<file path="src/rtl/transmitter_pkg.sv">
// Shared transmitter/receiver definitions: frame header, frame length,
// STATUS byte layout and the transmit FSM state encoding.
package transmitter_pkg;

  localparam logic [7:0] HEADER_BYTE = 8'hA5;

  localparam int STATUS_ERR = 7;
  localparam int STATUS_OVR = 6;
  localparam int SEQ_W      = 6;

  typedef enum logic [1:0] {
    IDLE,
    WAIT_SPACE,
    SEND
  } tx_state_t;

  function automatic int frame_len(input int num_channels);
    return num_channels + 3;
  endfunction

  function automatic logic [7:0] status_byte(
    input logic             err,
    input logic             ovr,
    input logic [SEQ_W-1:0] seq
  );
    logic [7:0] s;
    s             = '0;
    s[STATUS_ERR] = err;
    s[STATUS_OVR] = ovr;
    s[SEQ_W-1:0]  = seq;
    return s;
  endfunction

endpackage

</file>
<file path="src/rtl/transmitter_frame_builder.sv">
// Combinational frame byte mux: snapshot registers + byte index -> byte.
// Ports: phases/err/ovr/seq (snapshot), idx (byte index), data (frame byte).
module frame_builder
  import transmitter_pkg::*;
#(
  parameter int         NUM_CHANNELS = 2,
  parameter int         PHASE_W      = 8,
  parameter int         DATA_W       = 8,
  parameter logic [7:0] HEADER       = HEADER_BYTE,
  parameter int         IDX_W        = 3
) (
  input  logic [NUM_CHANNELS-1:0][PHASE_W-1:0] phases,
  input  logic                                 err,
  input  logic                                 ovr,
  input  logic [SEQ_W-1:0]                     seq,
  input  logic [IDX_W-1:0]                     idx,
  output logic [DATA_W-1:0]                    data
);

  localparam int FRAME_LEN = frame_len(NUM_CHANNELS);

  logic [DATA_W-1:0] body [FRAME_LEN-1];
  logic [DATA_W-1:0] csum;

  always_comb begin
    body[0] = DATA_W'(HEADER);
    body[1] = DATA_W'(status_byte(err, ovr, seq));
    for (int i = 0; i < NUM_CHANNELS; i++) begin
      body[i+2] = DATA_W'(phases[i]);
    end
  end

  always_comb begin
    csum = '0;
    for (int i = 0; i < FRAME_LEN - 1; i++) begin
      csum = csum ^ body[i];
    end
  end

  // Checksum is the default; any body index overrides it.
  always_comb begin
    data = csum;
    for (int i = 0; i < FRAME_LEN - 1; i++) begin
      if (idx == IDX_W'(i)) data = body[i];
    end
  end

endmodule

</file>
<file path="src/rtl/transmitter.sv">
// Status frame transmitter: snapshots phases/error on request and writes
// a checksummed frame into the TX FIFO. Ports: send_req, phases,
// read_error, txfifo_load/full in; txfifo_wr/data, busy out.
module transmitter
  import transmitter_pkg::*;
#(
  parameter int         NUM_CHANNELS   = 2,
  parameter int         PHASE_W        = 8,
  parameter int         DATA_W         = 8,
  parameter int         TX_FIFO_SIZE   = 4096,
  parameter int         TX_FIFO_LOAD_W = 13,
  parameter logic [7:0] HEADER         = HEADER_BYTE
) (
  input  logic                                 clk,
  input  logic                                 rst,
  input  logic                                 send_req,
  input  logic [NUM_CHANNELS-1:0][PHASE_W-1:0] phases,
  input  logic                                 read_error,
  input  logic [TX_FIFO_LOAD_W-1:0]            txfifo_load,
  input  logic                                 txfifo_full,
  output logic                                 txfifo_wr,
  output logic [DATA_W-1:0]                    txfifo_data,
  output logic                                 busy
);

  localparam int FRAME_LEN = frame_len(NUM_CHANNELS);
  localparam int IDX_W     = $clog2(FRAME_LEN);
  localparam int SUM_W     = TX_FIFO_LOAD_W + 1;
  localparam logic [IDX_W-1:0] LAST_IDX = IDX_W'(FRAME_LEN - 1);

  tx_state_t state;
  tx_state_t state_nxt;

  logic [IDX_W-1:0]                     idx;
  logic [SEQ_W-1:0]                     seq;
  logic                                 pending;
  logic                                 ovr;
  logic                                 snap_err;
  logic                                 snap_ovr;
  logic [NUM_CHANNELS-1:0][PHASE_W-1:0] snap_phases;

  logic [SUM_W-1:0]  fill;
  logic              space_ok;
  logic              take;
  logic              fire;
  logic              last;
  logic [DATA_W-1:0] frame_byte;

  // One extra bit so load + FRAME_LEN cannot wrap.
  assign fill     = {1'b0, txfifo_load} + SUM_W'(FRAME_LEN);
  assign space_ok = fill <= SUM_W'(TX_FIFO_SIZE);

  assign take = (state == IDLE) & (send_req | pending);
  assign fire = (state == SEND) & ~txfifo_full;
  assign last = fire & (idx == LAST_IDX);

  assign busy        = (state != IDLE);
  assign txfifo_wr   = fire;
  assign txfifo_data = busy ? frame_byte : '0;

  frame_builder #(
    .NUM_CHANNELS (NUM_CHANNELS),
    .PHASE_W      (PHASE_W),
    .DATA_W       (DATA_W),
    .HEADER       (HEADER),
    .IDX_W        (IDX_W)
  ) u_builder (
    .phases (snap_phases),
    .err    (snap_err),
    .ovr    (snap_ovr),
    .seq    (seq),
    .idx    (idx),
    .data   (frame_byte)
  );

  always_ff @(posedge clk or posedge rst) begin
    if (rst) state <= IDLE;
    else     state <= state_nxt;
  end

  always_comb begin
    state_nxt = state;
    unique case (state)
      IDLE: begin
        if (take) state_nxt = space_ok ? SEND : WAIT_SPACE;
      end
      WAIT_SPACE: begin
        if (space_ok) state_nxt = SEND;
      end
      SEND: begin
        if (last) state_nxt = IDLE;
      end
      default: state_nxt = IDLE;
    endcase
  end

  always_ff @(posedge clk or posedge rst) begin
    if (rst) begin
      idx         <= '0;
      seq         <= '0;
      pending     <= 1'b0;
      ovr         <= 1'b0;
      snap_err    <= 1'b0;
      snap_ovr    <= 1'b0;
      snap_phases <= '0;
    end else begin
      if (fire) idx <= last ? '0 : idx + 1'b1;
      if (last) seq <= seq + 1'b1;
      // A request coinciding with the snapshot is absorbed by it.
      if (take) begin
        snap_phases <= phases;
        snap_err    <= read_error;
        snap_ovr    <= ovr;
        pending     <= 1'b0;
        ovr         <= 1'b0;
      end else if (busy && send_req) begin
        if (pending) ovr <= 1'b1;
        else         pending <= 1'b1;
      end
    end
  end

endmodule

</file>
<file path="config.mk">
export PLATFORM = sky130hd
export DESIGN_NAME = transmitter
export DESIGN_NICKNAME = d
export VERILOG_FILES = /design/src/rtl/transmitter_pkg.sv /design/src/rtl/transmitter_frame_builder.sv /design/src/rtl/transmitter.sv
export SDC_FILE = /design/constraint.sdc
export NUM_CORES = 1
export LEC_CHECK = 0
export ABC_AREA = 1
export BUFFER_PORTS_ARGS = -buffer_cell sky130_fd_sc_hd__buf_2
export CAP_MARGIN = 20
export CORE_MARGIN = 10
export CORE_UTILIZATION = 56
export CTS_BUF_LIST = sky130_fd_sc_hd__clkbuf_8
export CTS_CLUSTER_SIZE = 40
export DETAILED_ROUTE_END_ITERATION = 16
export PLACE_DENSITY = 0.89
export SYNTH_ARGS = -nofsm -noshare
export SYNTH_HDL_FRONTEND = slang
export SYNTH_SLANG_ARGS = --single-unit
</file>
<file path="constraint.sdc">
create_clock -name clk -period 1.9 [get_ports clk]
set_input_delay 0.19 -clock clk [delete_from_list [all_inputs] [get_ports clk]]
set_output_delay 0.19 -clock clk [all_outputs]
set_load 0.005 [all_outputs]
</file>
==> flow_metrics.env, run 1 <==
export IMPL_slew_headroom_pct=73.57
export IMPL_leakagePower_uw=0.001328
export IMPL_ys_types=29
export IMPL_synth_cell_area_um2=2028
export IMPL_area_delta_synth_final_pct=26.77
export IMPL_overflow=0
export IMPL_cts_buffers_inserted=5
export IMPL_finalMaxSlewViolations=0
export IMPL_netlist_top_cells_count="nand2_1 (88), dfrtp_1 (31), inv_1 (23)"
export IMPL_clk_pin_slew_worst_paths_ps=70
export IMPL_final_util_pct=75.27
export IMPL_diodes=0
export IMPL_irDropWorstVdd_uv=816.8
export IMPL_coreArea_um2=3416
export IMPL_antenna_found_initial=0
export IMPL_grt_pass1_vias=1857
export IMPL_initialDrtViolationCount=125
export IMPL_cts_tree="done"
export IMPL_grt_usage_pct=15.99
export IMPL_fmax_ghz=0.5146
export IMPL_die_h_um=80.18
export IMPL_fin_skew_ps=2.363
export IMPL_crit_required_ps=1710
export IMPL_multiInputGateArea_um2=1174
export IMPL_powerDensity_nw_per_um2=1727
export IMPL_violations="negative setup slack"
export IMPL_grt_pass1_wl_mm=8.259
export IMPL_ys_seq_area_share_pct=38.25
export IMPL_ys_warn_count=0
export IMPL_num_rows=21
export IMPL_dr_pass1_iters=5
export IMPL_r2r_cells=7
export IMPL_drc=0
export IMPL_period_minus_slack_ps=1943
export IMPL_hold_ws_ps=94.70
export IMPL_path_cells="buf_6 > ha_4 > nand2_4 > buf_6 > buf_6 > o211ai_1 > a31oi_1 > buf_2"
export IMPL_synth_seq_cells=31
export IMPL_grt_max_degree=32
export IMPL_finalCritPeriodShare_pct=102.3
export IMPL_syn_area_per_cell_um2=7.596
export IMPL_layout_nets=364
export IMPL_synth_most_common_cell="nand2_1"
export IMPL_synthCells=267
export IMPL_setup_slack_ps=-43.19
export IMPL_finalSetupViolations=2
export IMPL_synth_async_reset_ratio_pct=100.0
export IMPL_worstReg2RegEnd="seq[5]$_DFFE_PP0P_"
export IMPL_hp_class="input pin to register"
export IMPL_vias=1976
export IMPL_io_pins=44
export IMPL_drive_gt1_share_pct=28.92
export IMPL_via_per_inst=5.326
export IMPL_cts_root_buf="clkbuf_8"
export IMPL_synth_top_cell_by_area="dfrtp_1"
export IMPL_min_path_cells=3
export IMPL_die_w_um=80.18
export IMPL_clock_sinks=31
export IMPL_design_die_area_um2=6429
export IMPL_startpoint_type="register"
export IMPL_htreeDepth=2
export IMPL_worstHoldStart="phases[4]"
export IMPL_regArea_um2=775.7
export IMPL_ys_flop_type="dfrtp_1"
export IMPL_path_max_fanout=7
export IMPL_cp_slowest_stage_delay_ps=420
export IMPL_outcome="complete, but fails checks"
export IMPL_wl_mm=5.280
export IMPL_path_class="register to output pin"
export IMPL_clock_path_buffers=2
export IMPL_start_util_pct=59.38
export IMPL_cp_data_arrival_time_ps=1750
export IMPL_synth_fp_nets=307
export IMPL_ff2ff_setup_slack_ps=330
export IMPL_tightest_slew_ps=396.5
export IMPL_crit_path_end_kind="output pin"
export IMPL_numPortBuffers=43
export IMPL_synth_top_cell_area_share_pct=38.25
export IMPL_clk_insertion_delay_late_ps=290
export IMPL_synth_top_cells_by_area="dfrtp_1 (38%), nand2_1 (16%), nand3_1 (5.2%)"
export IMPL_cap_violations=0
export IMPL_hold_viol=0
export IMPL_ant_nets=0
export IMPL_reg2reg_from="idx[0]$_DFFE_PP0P_"
export IMPL_hold_end="snap_phases[4]$_DFFE_PP0P_"
export IMPL_place_congestion=0.8929
export IMPL_rsz0062_at_grt="yes"
export IMPL_synth_edf_count=0
export IMPL_crit_slowest_cell="dfrtp_1"
export IMPL_path_common_cell="buf_6"
export IMPL_fin_setup_tns_ps=-49.39
export IMPL_fillers=262
export IMPL_hpwl_mm=3.643
export IMPL_wl_per_cell_um=14.23
-- cell families after synthesis --
kind of cell / synth area share, %
flops: 38.25
simple gates: 30.91
xor+xnor: 9.068
buf+inv: 6.662
fa+ha+maj: 3.701
compound gates: 11.41
-- worst max-delay path, delay by kind of cell, from the launching register on --
kind	cells	cell delay [ps]
buffers and inverters	4	540
DFF	1	420
AOI/OAI and AO/OA	2	270
adders and majority gates	1	150
and+or+nand+nor	1	80
-- final cells by class --
cell class / count / area share (%)
clock buffer: 5 / 2.676
clock inverter: 3 / 1.703
inverter: 29 / 4.720
multi-input combinational: 201 / 45.64
sequential: 31 / 30.17
tap: 46 / 2.238
timing repair buffer: 56 / 12.85
-- per-stage QoR --
stage               power, uW  setup WS [ps]  cells  cell area (um2)
global placement         3304          171.8    356             2320
detailed placement       3399          163.1    356             2320
global route             4776         -123.6    371             2571
floorplan                2725          229.6    267             2028
CTS                      4267         -14.36    368             2517
finish                   4440         -43.19    371             2571
-- layout by cell type, fill, tap and decap left out, types with 2 or more instances in the layout --
cell      Yosys  routed
nand2_4       0       2
nand2_1      88      82
nor2_1       13      13
buf_4         0       8
a21oi_1       5       5
dfrtp_1      31      31
nand3_2       2       2
nand4_1       2       2
o211ai_1      4       4
buf_2         3      43
clkinv_4      0       2
nand3_1      21      21
buf_6         0       4
clkbuf_8      0       5
xnor2_1      11      11
ha_4          0       2
o21ai_0      13      13
inv_1        23      19
inv_4         0       3
a31oi_1       8       8
nand2_2       4       8
xor2_1       10      10
inv_2         6       6
ha_1          6       4
o21ai_1       3       3
-- power breakdown --
part           switching, uW  leakage, uW  internal [uW]
Sequential               318     0.000383            967
Combinational           1410     0.000887           1090
Clock                    262    0.0000581            390
Total                   1990      0.00133           2450
-- state kept, by name, indices dropped and copies added (netlist names) --
| register | count |
|---|---|
| state | 2 |
| ovr | 1 |
| snap_phases | 16 |
| idx | 3 |
| snap_ovr | 1 |
| snap_err | 1 |
| seq | 6 |
| pending | 1 |
-- timing repair --
item                                   4_1_cts  5_1_grt
pin swaps                                    5        6
resized for setup                           15       11
setup buffers                                3        3
setup endpoints to repair                    8        8
endpoints found under the hold margin       31        0
cloned                                       0        0
hold buffers                                 1        0
-- per-layer routing --
layer	GRT usage (%)	wire length, um
met5	0	0
met4	7.042	78
met3	4.566	395
met2	25.92	2635
met1	19.20	2170
-- worst max path at each step --
| stage | from | to | slack (ps) | cells past startpoint |
|---|---|---|---|---|
| floorplan | idx[2]$_DFFE_PP0P_ | txfifo_data[5] | 230 | 7 |
| global placement | idx[0]$_DFFE_PP0P_ | txfifo_data[2] | 170 | 9 |
| detailed placement | idx[0]$_DFFE_PP0P_ | txfifo_data[2] | 160 | 9 |
| CTS | idx[1]$_DFFE_PP0P_ | txfifo_data[0] | -10 | 9 |
| global route | idx[0]$_DFFE_PP0P_ | txfifo_data[0] | -120 | 9 |
| finish | idx[0]$_DFFE_PP0P_ | txfifo_data[2] | -40 | 8 |
(Power assumes the default switching activity.)
==> run 2, diff against run 1 <==
--- a/config.mk
+++ b/config.mk
@@ -8,12 +8,15 @@
 export ABC_AREA = 1
 export BUFFER_PORTS_ARGS = -buffer_cell sky130_fd_sc_hd__buf_2
 export CAP_MARGIN = 20
+export CELL_PAD_IN_SITES_DETAIL_PLACEMENT = 0
+export CELL_PAD_IN_SITES_GLOBAL_PLACEMENT = 1
 export CORE_MARGIN = 10
-export CORE_UTILIZATION = 56
+export CORE_UTILIZATION = 41
 export CTS_BUF_LIST = sky130_fd_sc_hd__clkbuf_8
 export CTS_CLUSTER_SIZE = 40
 export DETAILED_ROUTE_END_ITERATION = 16
-export PLACE_DENSITY = 0.89
+export PLACE_DENSITY = 0.9
+export RECOVER_POWER = 50
 export SYNTH_ARGS = -nofsm -noshare
 export SYNTH_HDL_FRONTEND = slang
 export SYNTH_SLANG_ARGS = --single-unit
==> flow_metrics.env, run 2 (synthesis gave the netlist of run 1 again) <==
export IMPL_irDropWorstVdd_uv=736.3
export IMPL_startpoint_type="register"
export IMPL_final_common_cell="nand2_1"
export IMPL_die_w_um=90.34
export IMPL_fillers=464
export IMPL_cts_buffers_inserted=5
export IMPL_drc=0
export IMPL_rsz0062_at_grt="yes"
export IMPL_worstHoldStart="phases[0]"
export IMPL_design_die_area_um2=8160
export IMPL_grt_pass1_vias=1818
export IMPL_ff2ff_setup_slack_ps=290
export IMPL_reg2reg_from="state[1]$_DFFE_PP0P_"
export IMPL_cp_data_arrival_time_ps=1720
export IMPL_cts_tree="done"
export IMPL_clk_pin_slew_worst_paths_ps=70
export IMPL_outcome="complete, but fails checks"
export IMPL_hp_class="input pin to register"
export IMPL_multiInputGateArea_um2=1202
export IMPL_top_register="snap_phases"
export IMPL_path_cells="inv_2 > ha_4 > nand2_4 > buf_6 > buf_4 > o211ai_1 > a31oi_1 > buf_2"
export IMPL_antenna_found_initial=0
export IMPL_crit_required_ps=1710
export IMPL_path_class="register to output pin"
export IMPL_slew_headroom_pct=48.11
export IMPL_start_util_pct=42.66
export IMPL_wl_mm=5.117
export IMPL_finalCritPeriodShare_pct=100.6
export IMPL_hpwl_mm=3.844
export IMPL_finalMaxSlewViolations=0
export IMPL_hold_ws_ps=105.3
export IMPL_hold_end="snap_phases[0]$_DFFE_PP0P_"
export IMPL_hold_viol=0
export IMPL_cts_root_buf="clkbuf_8"
export IMPL_cp_slowest_stage_delay_ps=410
export IMPL_regArea_um2=777.0
export IMPL_path_buf_inv=4
export IMPL_crit_slowest_cell="dfrtp_1"
export IMPL_clk_insertion_delay_late_ps=280
export IMPL_path_max_fanout=6
export IMPL_layout_nets=366
export IMPL_cap_violations=0
export IMPL_ant_nets=0
export IMPL_fin_setup_tns_ps=-14.66
export IMPL_overflow=0
export IMPL_numPortBuffers=43
export IMPL_wl_per_cell_um=12.99
export IMPL_vias=1915
export IMPL_critPathTopFamily="buffers and inverters"
export IMPL_area_delta_synth_final_pct=28.62
export IMPL_violations="negative setup slack"
export IMPL_grt_pass1_wl_mm=8.542
export IMPL_placed_cells=376
export IMPL_dr_pass1_iters=4
export IMPL_drive_gt1_share_pct=31.19
export IMPL_leakagePower_uw=0.001312
export IMPL_crit_path_end_kind="output pin"
export IMPL_min_path_cells=3
export IMPL_htreeDepth=2
export IMPL_initialDrtViolationCount=181
export IMPL_grt_max_degree=32
export IMPL_place_congestion=0.8387
export IMPL_top_regs="snap_phases x16, seq x6, idx x3"
export IMPL_num_rows=25
export IMPL_clock_sinks=31
export IMPL_coreArea_um2=4755
export IMPL_period_minus_slack_ps=1911
export IMPL_setup_slack_ps=-11.47
export IMPL_fmax_ghz=0.5232
export IMPL_tightest_slew_ps=778.4
export IMPL_largest_reg_flops=16
export IMPL_clock_path_buffers=2
export IMPL_fin_skew_ps=5.521
export IMPL_finalSetupViolations=2
export IMPL_r2r_cells=6
export IMPL_via_per_inst=4.860
export IMPL_worstReg2RegEnd="snap_phases[4]$_DFFE_PP0P_"
export IMPL_instances_no_fill=394
export IMPL_layout_common_cells="nand2_1 (82), buf_2 (43), dfrtp_1 (30)"
export IMPL_die_h_um=90.34
export IMPL_powerDensity_nw_per_um2=1671
export IMPL_io_pins=44
export IMPL_grt_usage_pct=12.52
export IMPL_diodes=0
-- run 2: tightest hold or removal path: stages --
cell	delay, ps
buf_2	70
nand2_1	40
nand2_1	50
-- run 2: timing repair --
action,CTS,global route
gates cloned,1,0
pin swaps,3,13
hold endpoints to repair,30,0
setup buffers,5,3
endpoints found under the setup margin,8,8
hold buffers,1,0
resized for setup,13,19
-- run 2: metrics by stage --
| stage | util, % | total power [uW] | instance area [um2] | worst slack, ps |
|---|---|---|---|---|
| 2_1_floorplan | - | 2725 | 2028 | 229.6 |
| 3_3_place_gp | 49.18 | 3366 | 2338 | 189.4 |
| 3_5_place_dp | 49.18 | 3395 | 2338 | 152.9 |
| 4_1_cts | 53.03 | 4132 | 2521 | 1.893 |
| 5_1_grt | 54.87 | 4779 | 2609 | -99.80 |
| 6_report | 54.87 | 4359 | 2609 | -11.47 |
-- run 2: cell type report --
type	count	share of cell area, %
multi-input combinational	201	46.09
sequential	31	29.78
timing repair buffer	57	12.71
inverter	29	4.508
tap	67	3.213
clock buffer	5	2.638
clock inverter	3	0.7674
timing repair inverter	1	0.2878
-- run 2: how the worst max path moves through the flow --
stage / startpoint / end / slack, ps / cells after the start
after global routing: idx[1]$_DFFE_PP0P_ / txfifo_data[3] / -100 / 8
after floorplan: idx[2]$_DFFE_PP0P_ / txfifo_data[5] / 230 / 7
after CTS: idx[0]$_DFFE_PP0P_ / txfifo_data[1] / 2 / 9
after detailed placement: idx[0]$_DFFE_PP0P_ / txfifo_data[2] / 150 / 9
final: idx[1]$_DFFE_PP0P_ / txfifo_data[7] / -10 / 8
after global placement: idx[0]$_DFFE_PP0P_ / txfifo_data[2] / 190 / 9
-- run 2: routing by layer --
layer	GRT usage, %	wire length, um	vias up
met5	0	0	-
met4	1.989	19	0
met3	4.323	300	4
met2	19.92	2384	44
met1	16.21	2412	883
li1	-	-	984
-- run 2: power by group --
part	internal (uW)	leakage, uW	switching [uW]	total (uW)
logic	1180	0.000890	1380	2560
registers	969	0.000381	327	1300
clock network	254	0.0000402	253	507
==> run 3, diff against run 2 <==
--- a/config.mk
+++ b/config.mk
@@ -11,12 +11,13 @@
 export CELL_PAD_IN_SITES_DETAIL_PLACEMENT = 0
 export CELL_PAD_IN_SITES_GLOBAL_PLACEMENT = 1
 export CORE_MARGIN = 10
-export CORE_UTILIZATION = 41
+export CORE_UTILIZATION = 40
 export CTS_BUF_LIST = sky130_fd_sc_hd__clkbuf_8
 export CTS_CLUSTER_SIZE = 40
 export DETAILED_ROUTE_END_ITERATION = 16
-export PLACE_DENSITY = 0.9
+export PLACE_DENSITY_LB_ADDON = 0.12
 export RECOVER_POWER = 50
 export SYNTH_ARGS = -nofsm -noshare
 export SYNTH_HDL_FRONTEND = slang
+export SYNTH_HIERARCHICAL = 1
 export SYNTH_SLANG_ARGS = --single-unit
==> flow_metrics.env, run 3 <==
export IMPL_outcome="finished, final reports clean"
export IMPL_clk_insertion_delay_late_ps=280
export IMPL_ant_nets=0
export IMPL_ctsHoldBuffers=0
export IMPL_min_path_cells=3
export IMPL_htreeDepth=2
export IMPL_r2r_cells=7
export IMPL_synth_async_reset_ratio_pct=100.0
export IMPL_synthCells=336
export IMPL_final_common_cell="nand2_1"
export IMPL_wl_mm=5.697
export IMPL_hpwl_mm=4.363
export IMPL_worstHoldStart="phases[5]"
export IMPL_finalCritPeriodShare_pct=95.97
export IMPL_ys_seq_area_share_pct=35.19
export IMPL_worstReg2RegEnd="seq[4]$_DFFE_PP0P_"
export IMPL_grt_pass1_wl_mm=9.666
export IMPL_final_util_pct=51.15
export IMPL_combPwrFrac_pct=57.3
export IMPL_slew_headroom_pct=46.02
export IMPL_reg2reg_from="state[0]$_DFFE_PP0P_"
export IMPL_crit_path_end_kind="output pin"
export IMPL_start_util_pct=42.09
export IMPL_clock_path_buffers=2
export IMPL_layout_common_cells="nand2_1 (135), buf_2 (43), inv_1 (41)"
export IMPL_ys_types=33
export IMPL_dp_slack_ps=226.9
export IMPL_coreArea_um2=5238
export IMPL_initialDrtViolationCount=85
export IMPL_num_rows=26
export IMPL_vias=2124
export IMPL_path_buf_inv=3
export IMPL_dr_pass1_iters=4
export IMPL_period_minus_slack_ps=1823
export IMPL_ff2ff_setup_slack_ps=480
export IMPL_finalMaxSlewViolations=0
export IMPL_die_w_um=94.24
export IMPL_io_pins=44
export IMPL_cp_data_arrival_time_ps=1630
export IMPL_place_congestion=0.8224
export IMPL_p_int_uw=2294
export IMPL_drive_gt1_share_pct=23.72
export IMPL_critPathTopFamily="simple AND/OR/NAND/NOR gates"
export IMPL_crit_slowest_cell="dfrtp_2"
export IMPL_ys_flop_type="dfrtp_1"
export IMPL_area_delta_synth_final_pct=21.51
export IMPL_hold_end="snap_phases[5]$_DFFE_PP0P_"
export IMPL_p_switching_uw=2092
export IMPL_grt_usage_pct=13.26
export IMPL_synth_top_cell_area_share_pct=35.19
export IMPL_largest_reg_flops=16
export IMPL_tightest_slew_ps=809.6
export IMPL_drc=0
export IMPL_leakagePower_uw=0.001546
export IMPL_diodes=0
export IMPL_synth_edf_count=0
export IMPL_synth_top_cell_by_area="dfrtp_1"
export IMPL_fin_skew_ps=11.50
export IMPL_irDropWorstVdd_uv=700.7
export IMPL_hp_class="input pin to register"
export IMPL_numPortBuffers=43
export IMPL_fin_setup_tns_ps=0
export IMPL_regArea_um2=779.5
export IMPL_synth_fp_nets=373
export IMPL_synth_cell_area_um2=2205
export IMPL_cts_root_buf="clkbuf_8"
export IMPL_grt_pass1_vias=2052
export IMPL_pwr_share_seq_pct=30.3
export IMPL_clkPwrFrac_pct=12.3
export IMPL_design_die_area_um2=8881
export IMPL_switching_share_pct=47.70
export IMPL_antenna_found_initial=0
export IMPL_path_max_fanout=10
export IMPL_path_common_cell="nand2_1"
export IMPL_fillers=558
export IMPL_overflow=0
export IMPL_startpoint_type="register"
export IMPL_syn_area_per_cell_um2=6.561
export IMPL_clk_pin_slew_worst_paths_ps=70
export IMPL_wl_per_cell_um=12.33
export IMPL_synth_most_common_cell="nand2_1"
export IMPL_path_class="register to output pin"
export IMPL_powerDensity_nw_per_um2=1637
export IMPL_rsz0062_at_grt="yes"
export IMPL_netlist_top_cells_count="nand2_1 (136), inv_1 (44), nor2_1 (33)"
export IMPL_crit_required_ps=1710
export IMPL_hold_viol=0
export IMPL_top_regs="snap_phases x16, seq x6, idx x3"
export IMPL_hold_ws_ps=101.8
export IMPL_path_cells="nor3_4 > buf_6 > a21oi_1 > nand2_1 > nand2_1 > nand2_1 > inv_1 > nor2_1 > buf_2"
export IMPL_multiInputGateArea_um2=1220
export IMPL_cap_violations=0
export IMPL_cts_tree="done"
export IMPL_layout_nets=429
export IMPL_grt_max_degree=32
export IMPL_synth_seq_cells=31
export IMPL_fmax_ghz=0.5484
export IMPL_cp_slowest_stage_delay_ps=460
export IMPL_die_h_um=94.24
export IMPL_finalSetupViolations=0
export IMPL_setup_slack_ps=76.51
export IMPL_via_per_inst=4.597
export IMPL_ys_warn_count=6
export IMPL_clock_sinks=31
export IMPL_top_register="snap_phases"
export IMPL_synth_top_cells_by_area="dfrtp_1 (35%), nand2_1 (23%), inv_1 (7.5%)"
export IMPL_cts_buffers_inserted=5
[run 3: layout make-up]
| type | count | area share, % |
|---|---|---|
| well taps | 70 | 3.269 |
| clock buffers | 6 | 3.083 |
| multi-input cells | 249 | 45.54 |
| inverters | 50 | 7.240 |
| clock inverters | 1 | 0.1868 |
| repair buffers | 55 | 11.58 |
| flip-flops and latches | 31 | 29.10 |
[run 3: tightest hold or removal path, delay by kind of cell]
kind / cells / cell delay (ps)
simple gates: 2 / 90
buf+inv: 1 / 80
[run 3: how the worst max path moves through the flow]
stage	cells after the start	startpoint	slack, ps	end
2_1_floorplan	6	idx[2]$_DFFE_PP0P_	500	txfifo_data[5]
3_3_place_gp	10	idx[1]$_DFFE_PP0P_	250	txfifo_data[1]
3_5_place_dp	10	idx[1]$_DFFE_PP0P_	230	txfifo_data[1]
4_1_cts	12	idx[1]$_DFFE_PP0P_	10	txfifo_data[2]
5_1_grt	9	idx[2]$_DFFE_PP0P_	-70	txfifo_data[1]
6_report	9	idx[2]$_DFFE_PP0P_	80	txfifo_data[3]
[run 3: kinds of logic (layout without fill, tap and decap cells)]
logic type / count (synthesis) / count (layout) / share of synthesized area, %
buffers and inverters: 56 / 112 / 10.78
AO/OA/AOI/OAI: 22 / 22 / 5.221
adder cells (fa/ha/maj): 3 / 3 / 1.703
AND/OR/NAND/NOR: 213 / 213 / 42.39
flip-flops: 31 / 31 / 35.19
XOR/XNOR: 11 / 11 / 4.711
[run 3: power by group through the flow]
stage / clock (uW) / sequential [uW] / combinational (uW)
final: 541 / 1330 / 2510
after global routing: 583 / 1380 / 2930
after CTS: 554 / 1310 / 2430
after detailed placement: 0 / 1320 / 2390
after global placement: 0 / 1320 / 2380
after floorplan: 0 / 1230 / 1750
[run 3: metal layers]
metal  vias to the layer above  track usage [%]  routed length, um
met5                         -                0                  0
met4                         0            2.785                 22
met3                         2            3.118                173
met2                        29            21.05               2612
met1                       958            17.74               2889
li1                       1135                -                  -
[run 3: what timing repair did]
item,CTS,global route
pin swaps,0,4
endpoints found under the setup margin,8,8
resized for setup,5,11
setup buffers,1,3
[run 3: metrics by stage]
| step | power, uW | area [um2] | instances |
|---|---|---|---|
| 3_3_place_gp | 3693 | 2519 | 451 |
| 4_1_cts | 4296 | 2620 | 459 |
| 3_5_place_dp | 3707 | 2519 | 451 |
| 6_report | 4386 | 2679 | 462 |
| 5_1_grt | 4890 | 2679 | 462 |
| 2_1_floorplan | 2978 | 2205 | 336 |
